File: config.mk
export PLATFORM = sky130hd
export DESIGN_NAME = console
export DESIGN_NICKNAME = d
export VERILOG_FILES = /design/src/rtl/console_pkg.sv /design/src/rtl/console_uart_tx.sv /design/src/rtl/console.sv
export SDC_FILE = /design/constraint.sdc
export NUM_CORES = 1
export LEC_CHECK = 0
export ABC_AREA = 1
export CAP_MARGIN = 20
export CELL_PAD_IN_SITES_DETAIL_PLACEMENT = 1
export CELL_PAD_IN_SITES_GLOBAL_PLACEMENT = 1
export CORE_ASPECT_RATIO = 1.75
export CORE_UTILIZATION = 31
export DETAILED_ROUTE_END_ITERATION = 16
export HOLD_SLACK_MARGIN = 0.15
export PLACE_DENSITY_LB_ADDON = 0.15
export SLEW_MARGIN = 20
export SYNTH_ARGS = -nofsm -noshare
export SYNTH_HDL_FRONTEND = slang
export SYNTH_SLANG_ARGS = --single-unit
File: constraint.sdc
create_clock -name i_clk -period 2.7 [get_ports i_clk]
set_clock_uncertainty 0.1 [all_clocks]
set_input_delay 0.81 -clock i_clk [delete_from_list [all_inputs] [get_ports i_clk]]
set_output_delay 0.81 -clock i_clk [all_outputs]
set_load 0.03 [all_outputs]
File: src/rtl/console_pkg.sv
// Console: shared state encodings and frame constants.
// Imported by the serializer and the bus wrapper.
package console_pkg;

  typedef logic [1:0] state_t;

  localparam state_t ST_IDLE  = 2'd0;
  localparam state_t ST_START = 2'd1;
  localparam state_t ST_DATA  = 2'd2;
  localparam state_t ST_STOP  = 2'd3;

  localparam int FRAME_BITS = 10;

endpackage

File: src/rtl/console_uart_tx.sv
// Console: 8N1 serializer, LSB first, CLKS_PER_BIT clocks per bit.
// busy is high from the cycle after start until the stop bit ends.
module console_uart_tx
  import console_pkg::*;
#(
  parameter int CLKS_PER_BIT = 4
) (
  input  logic       clk,
  input  logic       reset,
  input  logic       start,
  input  logic [7:0] data,
  output logic       tx,
  output logic       busy
);

  localparam int CW = $clog2(CLKS_PER_BIT + 1);
  localparam logic [CW-1:0] LAST_CLK =
    CW'(CLKS_PER_BIT - 1);
  // start and stop bits bracket the data bits
  localparam logic [2:0] LAST_IDX =
    3'(FRAME_BITS - 3);

  state_t        state;
  logic [CW-1:0] cnt;
  logic [2:0]    idx;
  logic [7:0]    shreg;
  logic          bit_end;

  assign bit_end = (cnt == LAST_CLK);
  assign busy    = (state != ST_IDLE);

  always_ff @(posedge clk) begin
    if (reset) begin
      state <= ST_IDLE;
      cnt   <= '0;
      idx   <= '0;
      shreg <= '0;
    end else begin
      unique case (state)
        ST_IDLE: begin
          if (start) begin
            state <= ST_START;
            shreg <= data;
            cnt   <= '0;
            idx   <= '0;
          end
        end
        ST_START: begin
          if (bit_end) begin
            cnt   <= '0;
            state <= ST_DATA;
          end else begin
            cnt <= cnt + 1'b1;
          end
        end
        ST_DATA: begin
          if (bit_end) begin
            cnt <= '0;
            idx <= idx + 3'd1;
            if (idx == LAST_IDX)
              state <= ST_STOP;
          end else begin
            cnt <= cnt + 1'b1;
          end
        end
        ST_STOP: begin
          if (bit_end) begin
            cnt   <= '0;
            state <= ST_IDLE;
          end else begin
            cnt <= cnt + 1'b1;
          end
        end
        default: state <= ST_IDLE;
      endcase
    end
  end

  always_comb begin
    tx = 1'b1;
    unique case (1'b1)
      (state == ST_START): tx = 1'b0;
      (state == ST_DATA):  tx = shreg[idx];
      default:             tx = 1'b1;
    endcase
  end

endmodule

File: src/rtl/console.sv
// Console: write-only bus port feeding a UART transmitter.
// One-cycle ack per accepted byte; stalls while a frame is on the line.
module console
  import console_pkg::*;
#(
  parameter int CLKS_PER_BIT = 4,
  parameter bit SIM_PRINT    = 1
) (
  input  logic        i_clk,
  input  logic        i_reset,
  input  logic        i_wb_stb,
  input  logic [31:0] i_wb_data,
  output logic        o_wb_ack,
  output logic        o_wb_stall,
  output logic        o_tx
);

  logic busy;
  logic accept;
  logic unused_hi;

  // reset wins over a coincident strobe
  assign accept     = i_wb_stb & ~busy & ~i_reset;
  assign o_wb_stall = busy;
  assign unused_hi  = ^i_wb_data[31:8];

  console_uart_tx #(
    .CLKS_PER_BIT(CLKS_PER_BIT)
  ) u_tx (
    .clk  (i_clk),
    .reset(i_reset),
    .start(accept),
    .data (i_wb_data[7:0]),
    .tx   (o_tx),
    .busy (busy)
  );

  always_ff @(posedge i_clk) begin
    if (i_reset)
      o_wb_ack <= 1'b0;
    else
      o_wb_ack <= accept;
  end

`ifndef SYNTHESIS
  if (SIM_PRINT) begin : g_print
    always_ff @(posedge i_clk) begin
      if (accept)
        $write("%c", i_wb_data[7:0]);
    end
  end
`endif

endmodule

# Word-level counts from Yosys, hierarchy flattened

Cells that the tools add are included.

Bits in registers: 17
Bits in latches: 0
Bits in writable memories: 0
Memory bits (read-only): 0
Bits of input ports: 35
Output and inout bits: 3
Logic and storage cells: 43
Memories kept: 0

$add $sub $neg: 2
Multiply operators: 0
Div/mod/pow operators: 0
Order comparisons: 1
Eq/ne operators: 10
Shift operators: 0
Mux-type cells: 14
Bitwise operators: 4
Reductions and logical operators: 7

Operator list:

| kind                                                                     | number |
|---|---|
| 3-bit one-hot mux with 2 select lines                                    | 2 |
| 2-bit two-way mux                                                        | 5 |
| 3-bit two-way mux                                                        | 3 |
| 2-bit by 1-bit inequality test with 1-bit output (second input constant) | 4 |
| 2-bit one-hot mux with 4 select lines                                    | 1 |
| 3-bit by 1-bit adder with 3-bit output (second input constant)           | 2 |
| 5-bit AND reduction                                                      | 1 |
| 2-bit == test (second input constant)                                    | 2 |
| 3-bit by 4-bit < comparator with 1-bit output (second input constant)    | 1 |
| 2-bit nonzero test                                                       | 2 |
| 1-bit binary-select mux with 3-bit select                                | 1 |
| 3-bit by 2-bit == test with 1-bit output (second input constant)         | 1 |
| 3-bit == test (second input constant)                                    | 1 |
| 3-bit AND reduction                                                      | 1 |
| 3-bit OR reduction                                                       | 1 |
| 1-bit bitwise AND                                                        | 2 |
| 2-bit by 1-bit == test with 1-bit output (second input constant)         | 1 |
| 2-bit logical NOT                                                        | 1 |
| 2-bit inequality test (second input constant)                            | 1 |
| 1-bit inverter                                                           | 2 |
| 1-bit one-hot mux with 2 select lines                                    | 1 |
| 2-bit AND reduction                                                      | 1 |
| 1-bit two-way mux                                                        | 1 |

# Longest topological paths before layout

Gate-level depths: netlist (run 1).

Depth after elaboration: 6
Mapped depth: 9
Depth with buffers taken out: 9

# By module

A second synthesis (run 1) with hierarchy kept.

Cell total of the unflattened synthesis: 120
Area, all modules: 870.8 µm²

By module, submodules not included:

| module          | times used | cells each | area an instance (µm²) | sequential area each (µm²) |
|---|---|---|---|---|
| console_uart_tx | 1          | 115        | 835.8                  | 320.3 |
| console         | 1          | 5          | 35.0                   | 20.0 |

# Worst setup path before layout (run 1)

OpenSTA, ideal clock, no wires.

Kind: reg-to-output
Start point: reg u_tx.idx[0]
End point: out o_tx
Data arrival time: 0.988 ns
Required time: 1.790 ns
Path slack: 0.802 ns
Stages on the path, launching flop included: 7
Path buffers: 0
Cell sequence: dfxtp_1 -> inv_1 -> nand2_1 -> nand3_1 -> nand3_1 -> nand3_1 -> nand2_1

Word-level cells in the longest chain between the ends: 3

Ends and longest elaborated chain:

| what                                      | line                  | source |
|---|---|---|
| from (decl)                               | console_uart_tx.sv:25 | `logic [2:0] idx;` |
| from (signal assigned)                    | console_uart_tx.sv:59 | `idx <= idx + 3'd1;` |
| 1-bit binary-select mux with 3-bit select | console_uart_tx.sv:83 | `(state == ST_DATA): tx = shreg[idx];` |
| 1-bit two-way mux (not written as such)   | console_uart_tx.sv:83 |  |
| 1-bit one-hot mux with 2 select lines     | console_uart_tx.sv:81 | `unique case (1'b1)` |
| to (decl)                                 | console.sv:15         | `output logic o_tx` |

No other way between the ends. The select of a mux whose other input is x is not followed.

# Final worst setup path (run 1)

Start point: reg u_tx.state[0]
End point: out o_tx

Word-level cells in the longest chain between the ends: 2
Elaborated cells between the ends (all ways): 3
Classes of those cells: eq/ne: 2; mux: 1

Ends and longest elaborated chain:

| what                                                                      | line                                         | source |
|---|---|---|
| from (decl)                                                               | console_uart_tx.sv:23                        | `state_t state;` |
| from (signal assigned)                                                    | console_uart_tx.sv:34                        | `state <= ST_IDLE;` |
| from (signal assigned)                                                    | console_uart_tx.sv:42                        | `state <= ST_START;` |
| from (signal assigned)                                                    | console_uart_tx.sv:51                        | `state <= ST_DATA;` |
| 2-bit == test or 2-bit by 1-bit == test with 1-bit output (tied branches) | console_uart_tx.sv:83, console_uart_tx.sv:82 |  |
| 1-bit one-hot mux with 2 select lines *                                   | console_uart_tx.sv:81                        |  |

Mark *: on every way between the ends. The rest lies on a longest branch, timed or not.

==> reports/metrics.yaml, run 1 <==
routing:
  drtIter0Drc: 9
  wl_mm: 2.07
  wl_met2_mm: 1.20
  ant_nets: 0
  drtPass1Iterations: 4
  met3_length_um: 59
  wl_met1_um: 773
  drc: 0
  highest_layer: "met4"
  wl_per_cell_um: 11.8
  vias: 849
  via_per_inst: 4.85
grt:
  grt_use_total_pct: 15.1
  grt-ovfl-total: 0
  grt_pass1_vias: 867
  grt_pass1_wl_mm: 3.62
  grt_max_degree: 15
  antenna_found_initial: 0
timing:
  relSlewSlack_pct: 73.4
  max_freq_ghz: 0.412
  finalHoldWorstSlack_ns: 0.360
  rsz0062_at_grt: "false"
  finalHoldViolations: 0
  tightest_slew_ns: 0.399
  layout_min_cycle_time_ns: 2.43
  drv_slew: 0
  layout_setup_ws_ns: 0.273
  finalSetupViolCount: 0
  finalSetupTns_ns: 0
  post-route-period-util_pct: 89.9
synthesis:
  synth_seq_area_share_pct: 37.0
  syn_inst: 131
  synth-seq-cells: 17
  synth_top_area_share_pct: 37.0
  syn_area_um2: 921
  synth_edf_count: 0
  syn_area_per_cell_um2: 7.03
  ys_top_cells_by_count: "nand2_1 (25), inv_1 (24), dfxtp_1 (17)"
  yosys_warnings: 0
  synth_area_leaders: "dfxtp_1 (37%), ha_1 (12%), nand2_1 (10%), inv_1 (9.8%), nand3_1 (6.5%)"
  synth_most_common_cell: "nand2_1"
  ys.flop_type: "dfxtp_1"
  synth_top_area_cell: "dfxtp_1"
  synth_cell_type_count: 15
  synthesis.nets: 175
  async_flop_share_pct: 0
cts:
  holdBufCountCts: 0
  cts.sinks: 17
  cts.clk_slew.worst_paths_ns: 0.06
  cts-buffers-inserted: 3
  htreeDepth: 1
  clk_path_buf_depth: 2
  cts_tree: "yes"
  clk_latency_ns: 0.25
  cts_setup_buffers: 0
  root_buffer: "clkbuf_8"
  cts_resized: 2
cells_and_area:
  antenna_cells: 0
  syn2layout_area_growth_pct: 22.4
  num-nets-final: 193
  drive_gt1_share_pct: 6.76
  fin_cells: 175
floorplanning:
  io_pins: 38
  std_cell_rows: 25
  start_util_pct: 33.5
  die-area_mm2: 0.00320
  die_w_um: 43.2
  die_h_um: 74.1
  core_area_mm2: 0.00275
run_status:
  status: "finished, final reports clean"
placed_design:
  portBuffers: 13
  gp_congestion: 0.764
  dp_slack_ns: 0.255
  dp.cells: 171
  hpwl_mm: 1.66
critical_path:
  cp.required_ns: 1.79
  start_kind: "flop"
  cp-end-kind: "primary output"
  r2r-start: "u_tx.idx[0]"
  critPathArrivalTime_ns: 1.52
  worst-setup-path-type: "flop to primary output"
  cp_max_fo: 5
  cp-startpoint: "u_tx.state[0]"
flow_run:
  cap_violations: 0
min_path:
  hp-class: "flop to flop"
  hold_start: "u_tx.shreg[4]"
pwr:
  p_per_area_mw_per_mm2: 1050
  p_leak_uw: 0.000526
  ir_worst_vdd_uv: 418
  power_uw: 1180
kinds of logic after synthesis:
| logic type | count (synthesis) | synth area share (%) |
|---|---|---|
| compound gates | 23 | 13.7 |
| fa+ha+maj | 9 | 12.2 |
| buf+inv | 27 | 11.4 |
| flops | 17 | 37.0 |
| simple gates | 55 | 25.7 |
metrics by stage:
step           cell area (um2)  utilization [%]
5_1_grt                   1130             41.0
2_1_floorplan              921                -
3_5_place_dp              1080             39.4
6_report                  1130             41.0
4_1_cts                   1130             41.0
3_3_place_gp              1080             39.4
final timing paths:
check	cells after the start	endpoint	slack, ns
worst max-delay path	6	o_tx	0.27
worst min-delay path	2	u_tx.shreg[4]	0.36
worst max register to register	8	u_tx.state[1]	1.09
worst min register to register	2	u_tx.shreg[4]	0.36
placed cells by master, fill, tap and decap left out, drive strengths merged, types with 4 or more instances in the layout:
master,instances
a21oi,11
clkbuf,4
clkdlybuf4s50,11
dfxtp,17
ha,9
inv,26
nand2,26
nand3,12
nor2,15
o21ai,12
critical path, stage by stage, from the launching register on:
cell	delay (ns)
dfxtp_1	0.36
inv_1	0.12
ha_1	0.23
inv_1	0.07
nand2_1	0.05
nand2_1	0.05
dlygate4sd2_1	0.39
flip-flops by register name (all words and copies together), names as in the netlist:
name / cells
o_wb_ack: 1
u_tx.cnt: 3
u_tx.idx: 3
u_tx.shreg: 8
u_tx.state: 2
layer usage:
layer,vias up,global-route usage [%]
li1,443,-
met1,393,14.0
met2,9,29.7
met3,4,3.40
met4,0,7.07
met5,-,0
report_power, final:
group / internal, uW / switching, uW
Clock: 105 / 85.2
Combinational: 233 / 403
Sequential: 315 / 39.6
cell type report:
cell class	count	area [um2]
Clock buffer	4	45.0
Sequential cell	17	340
Timing Repair Buffer	14	135
Tap cell	27	33.8
Multi-Input combinational cell	87	475
Inverter	26	97.6
Fill cell	357	1630
(Power assumes the default switching activity.)
==> run 2: changes to the inputs <==
--- a/config.mk
+++ b/config.mk
@@ -9,9 +9,9 @@
 export CAP_MARGIN = 20
 export CELL_PAD_IN_SITES_DETAIL_PLACEMENT = 1
 export CELL_PAD_IN_SITES_GLOBAL_PLACEMENT = 1
-export CORE_ASPECT_RATIO = 1.75
-export CORE_UTILIZATION = 31
+export CORE_UTILIZATION = 44
 export DETAILED_ROUTE_END_ITERATION = 16
+export DONT_BUFFER_PORTS = 1
 export HOLD_SLACK_MARGIN = 0.15
 export PLACE_DENSITY_LB_ADDON = 0.15
 export SLEW_MARGIN = 20
==> run 2 against run 1 <==
Compared with the run above:
- routed wire length up 0.39%
- sequential power up 5%
- largest power group unchanged
- cell area is 14% lower
- highest routed layer unchanged
- critical path depth unchanged
- worst hold slack better by 0.0047 ns
- utilization rose by 8.7 points
- register-to-register slack got worse by 0.13 ns
- first-iteration DRC count decreased by 44%
- clock power fell by 24%
- clock-buffer cell count is 1 lower
- sequential cell count did not move
==> reports/metrics.yaml, run 2 (synthesis gave the netlist of run 1 again) <==
cells_and_area:
  largest_reg_flops: 8  # unchanged
  drive_gt1_share_pct: 7.46  # +0.71 points
  layout_common_cells: "nand2_1 (25), inv_1 (24), dfxtp_1 (17), nor2_1 (14), nand3_1 (12)"
  reg_top3: "u_tx.shreg: 8 flops, u_tx.cnt: 3 flops, u_tx.idx: 3 flops"
  antenna_cells: 0  # unchanged
  fillers: 294  # -18%
  syn2layout_area_growth_pct: 5.84
  top_register: "u_tx.shreg"
  layout_commonest_cell: "nand2_1"
  fin_cells: 161  # -8.0%
  num-nets-final: 179  # -7.3%
floorplanning:
  core_area_mm2: 0.00196  # -29%
  die_h_um: 47.8  # -36%
  die_w_um: 47.8  # +11%
  io_pins: 38  # unchanged
  std_cell_rows: 16  # -36%
  die-area_mm2: 0.00228  # -29%
  start_util_pct: 46.9  # +13 points
cts:
  cts_setup_buffers: 0  # unchanged
  root_buffer: "clkbuf_4"
  holdBufCountCts: 0  # unchanged
  cts_resized: 0  # -2
  htreeDepth: 1  # unchanged
  cts.sinks: 17  # unchanged
  cts_tree: "yes"
  cts-buffers-inserted: 3  # unchanged
  clk_path_buf_depth: 2  # unchanged
  clk_latency_ns: 0.31  # +0.06 ns
  cts.clk_slew.worst_paths_ns: 0.11  # +0.05 ns
critical_path:
  cpMaxStageDelayCell: "dfxtp_1"
  cp.required_ns: 1.79  # about the same
  cp-startpoint: "u_tx.idx[0]"
  crit_family: "simple AND/OR/NAND/NOR gates"
  crit_top_cell: "nand3_1"
  cp_max_fo: 8  # +3
  reg2reg_slack_ns: 0.96  # -0.13 ns
  worst-setup-path-type: "flop to primary output"
  r2r-start: "u_tx.state[0]"
  start_kind: "flop"
  cp-end-kind: "primary output"
  path_buf_inv: 1  # -2
  slowest_delay_ns: 0.49  # +0.10 ns
  critPathArrivalTime_ns: 1.52  # about the same
  crit_chain: "inv_1, nand2_1, nand3_1, nand3_1, nand3_1, nand2_1"
routing:
  via_per_inst: 5.09  # +4.9%
  drc: 0  # unchanged
  wl_met2_mm: 1.19  # -0.92%
  wl_met1_um: 818  # +5.8%
  wl_per_cell_um: 12.9  # +9.1%
  vias: 819  # -3.5%
  highest_layer: "met4"
  ant_nets: 0  # unchanged
  met3_length_um: 31  # -47%
  drtIter0Drc: 5  # -4
  wl_mm: 2.08  # +0.39%
  drtPass1Iterations: 3  # -1
pwr:
  p_per_area_mw_per_mm2: 1130  # +7.7%
  ir_worst_vdd_uv: 564  # +35%
  p_leak_uw: 0.000463  # -12%
timing:
  layout_min_cycle_time_ns: 2.43  # +0.00385 ns
  drv_slew: 0  # unchanged
  tightest_slew_ns: 0.417  # +0.0176 ns
  max_freq_ghz: 0.411  # -0.16%
  relSlewSlack_pct: 72.2  # -1.2 points
  finalSetupTns_ns: 0  # unchanged
  rsz0062_at_grt: "false"
  finalHoldViolations: 0  # unchanged
  post-route-period-util_pct: 90.0  # +0.14 points
  finalSetupViolCount: 0  # unchanged
grt:
  grt-ovfl-total: 0  # unchanged
  grt_pass1_wl_mm: 3.27  # -9.5%
  antenna_found_initial: 0  # unchanged
  grt_max_degree: 15  # unchanged
  grt_use_total_pct: 21.3  # +6.3 points
  grt_pass1_vias: 803  # -7.4%
run_status:
  status: "finished, final reports clean"
placed_design:
  gp_congestion: 0.718  # -6.0%
  hpwl_mm: 1.61  # -2.9%
  dp.cells: 157  # -8.2%
  portBuffers: 0  # -13
min_path:
  hold_start: "u_tx.shreg[5]"
  hp-class: "flop to flop"
flow_run:
  cap_violations: 0  # unchanged
## run 2: changes by cell type in the layout (fill, tap and decap cells not counted), sizes merged
cell,previous run,this run
dlygate4sd2,2,0
clkinv,0,1
clkbuf,4,3
clkdlybuf4s50,11,0
buf,1,0
## run 2: path summary, 6_finish.rpt
kind                            cells after the start            end
worst max-delay path                                6           o_tx
worst min-delay path                                2  u_tx.shreg[5]
worst max register to register                      9    u_tx.idx[2]
worst min register to register                      2  u_tx.shreg[5]
## run 2: through the flow
stage	total power, uW	hold WS [ns]	setup WS, ns	utilization, %	cell area (um2)
2_1_floorplan	836	0.327	0.802	-	921
3_3_place_gp	922	0.340	0.637	48.3	947
3_5_place_dp	965	0.353	0.631	48.3	947
4_1_cts	1120	0.370	0.231	49.7	975
5_1_grt	1210	0.399	0.119	49.7	975
6_report	1100	0.365	0.269	49.7	975
## run 2: cell type report
type,count,area (um2),area share [%]
inverter,26,97.6,10.0
tap,27,33.8,3.47
clock inverter,1,5.00,0.513
multi-input combinational,87,475,48.8
sequential,17,340,34.9
clock buffer,3,22.5,2.31
## run 2: power by group
group / internal (uW) / total, uW / switching, uW / leakage, uW
combinational: 189 / 585 / 396 / 0.000306
sequential: 314 / 370 / 56.0 / 0.000140
clock: 55.4 / 144 / 88.5 / 0.0000177
## run 2: worst min-delay path: stages, from the launching register on
cell and delay [ns]:
dfxtp_1 0.31, inv_1 0.06, a21oi_1 0.06
## run 2: metal layers
layer / up-vias / global-route usage, %
met2: 6 / 43.8
met5: - / 0
li1: 417 / -
met4: 0 / 10.0
met3: 5 / 3.40
met1: 391 / 19.8
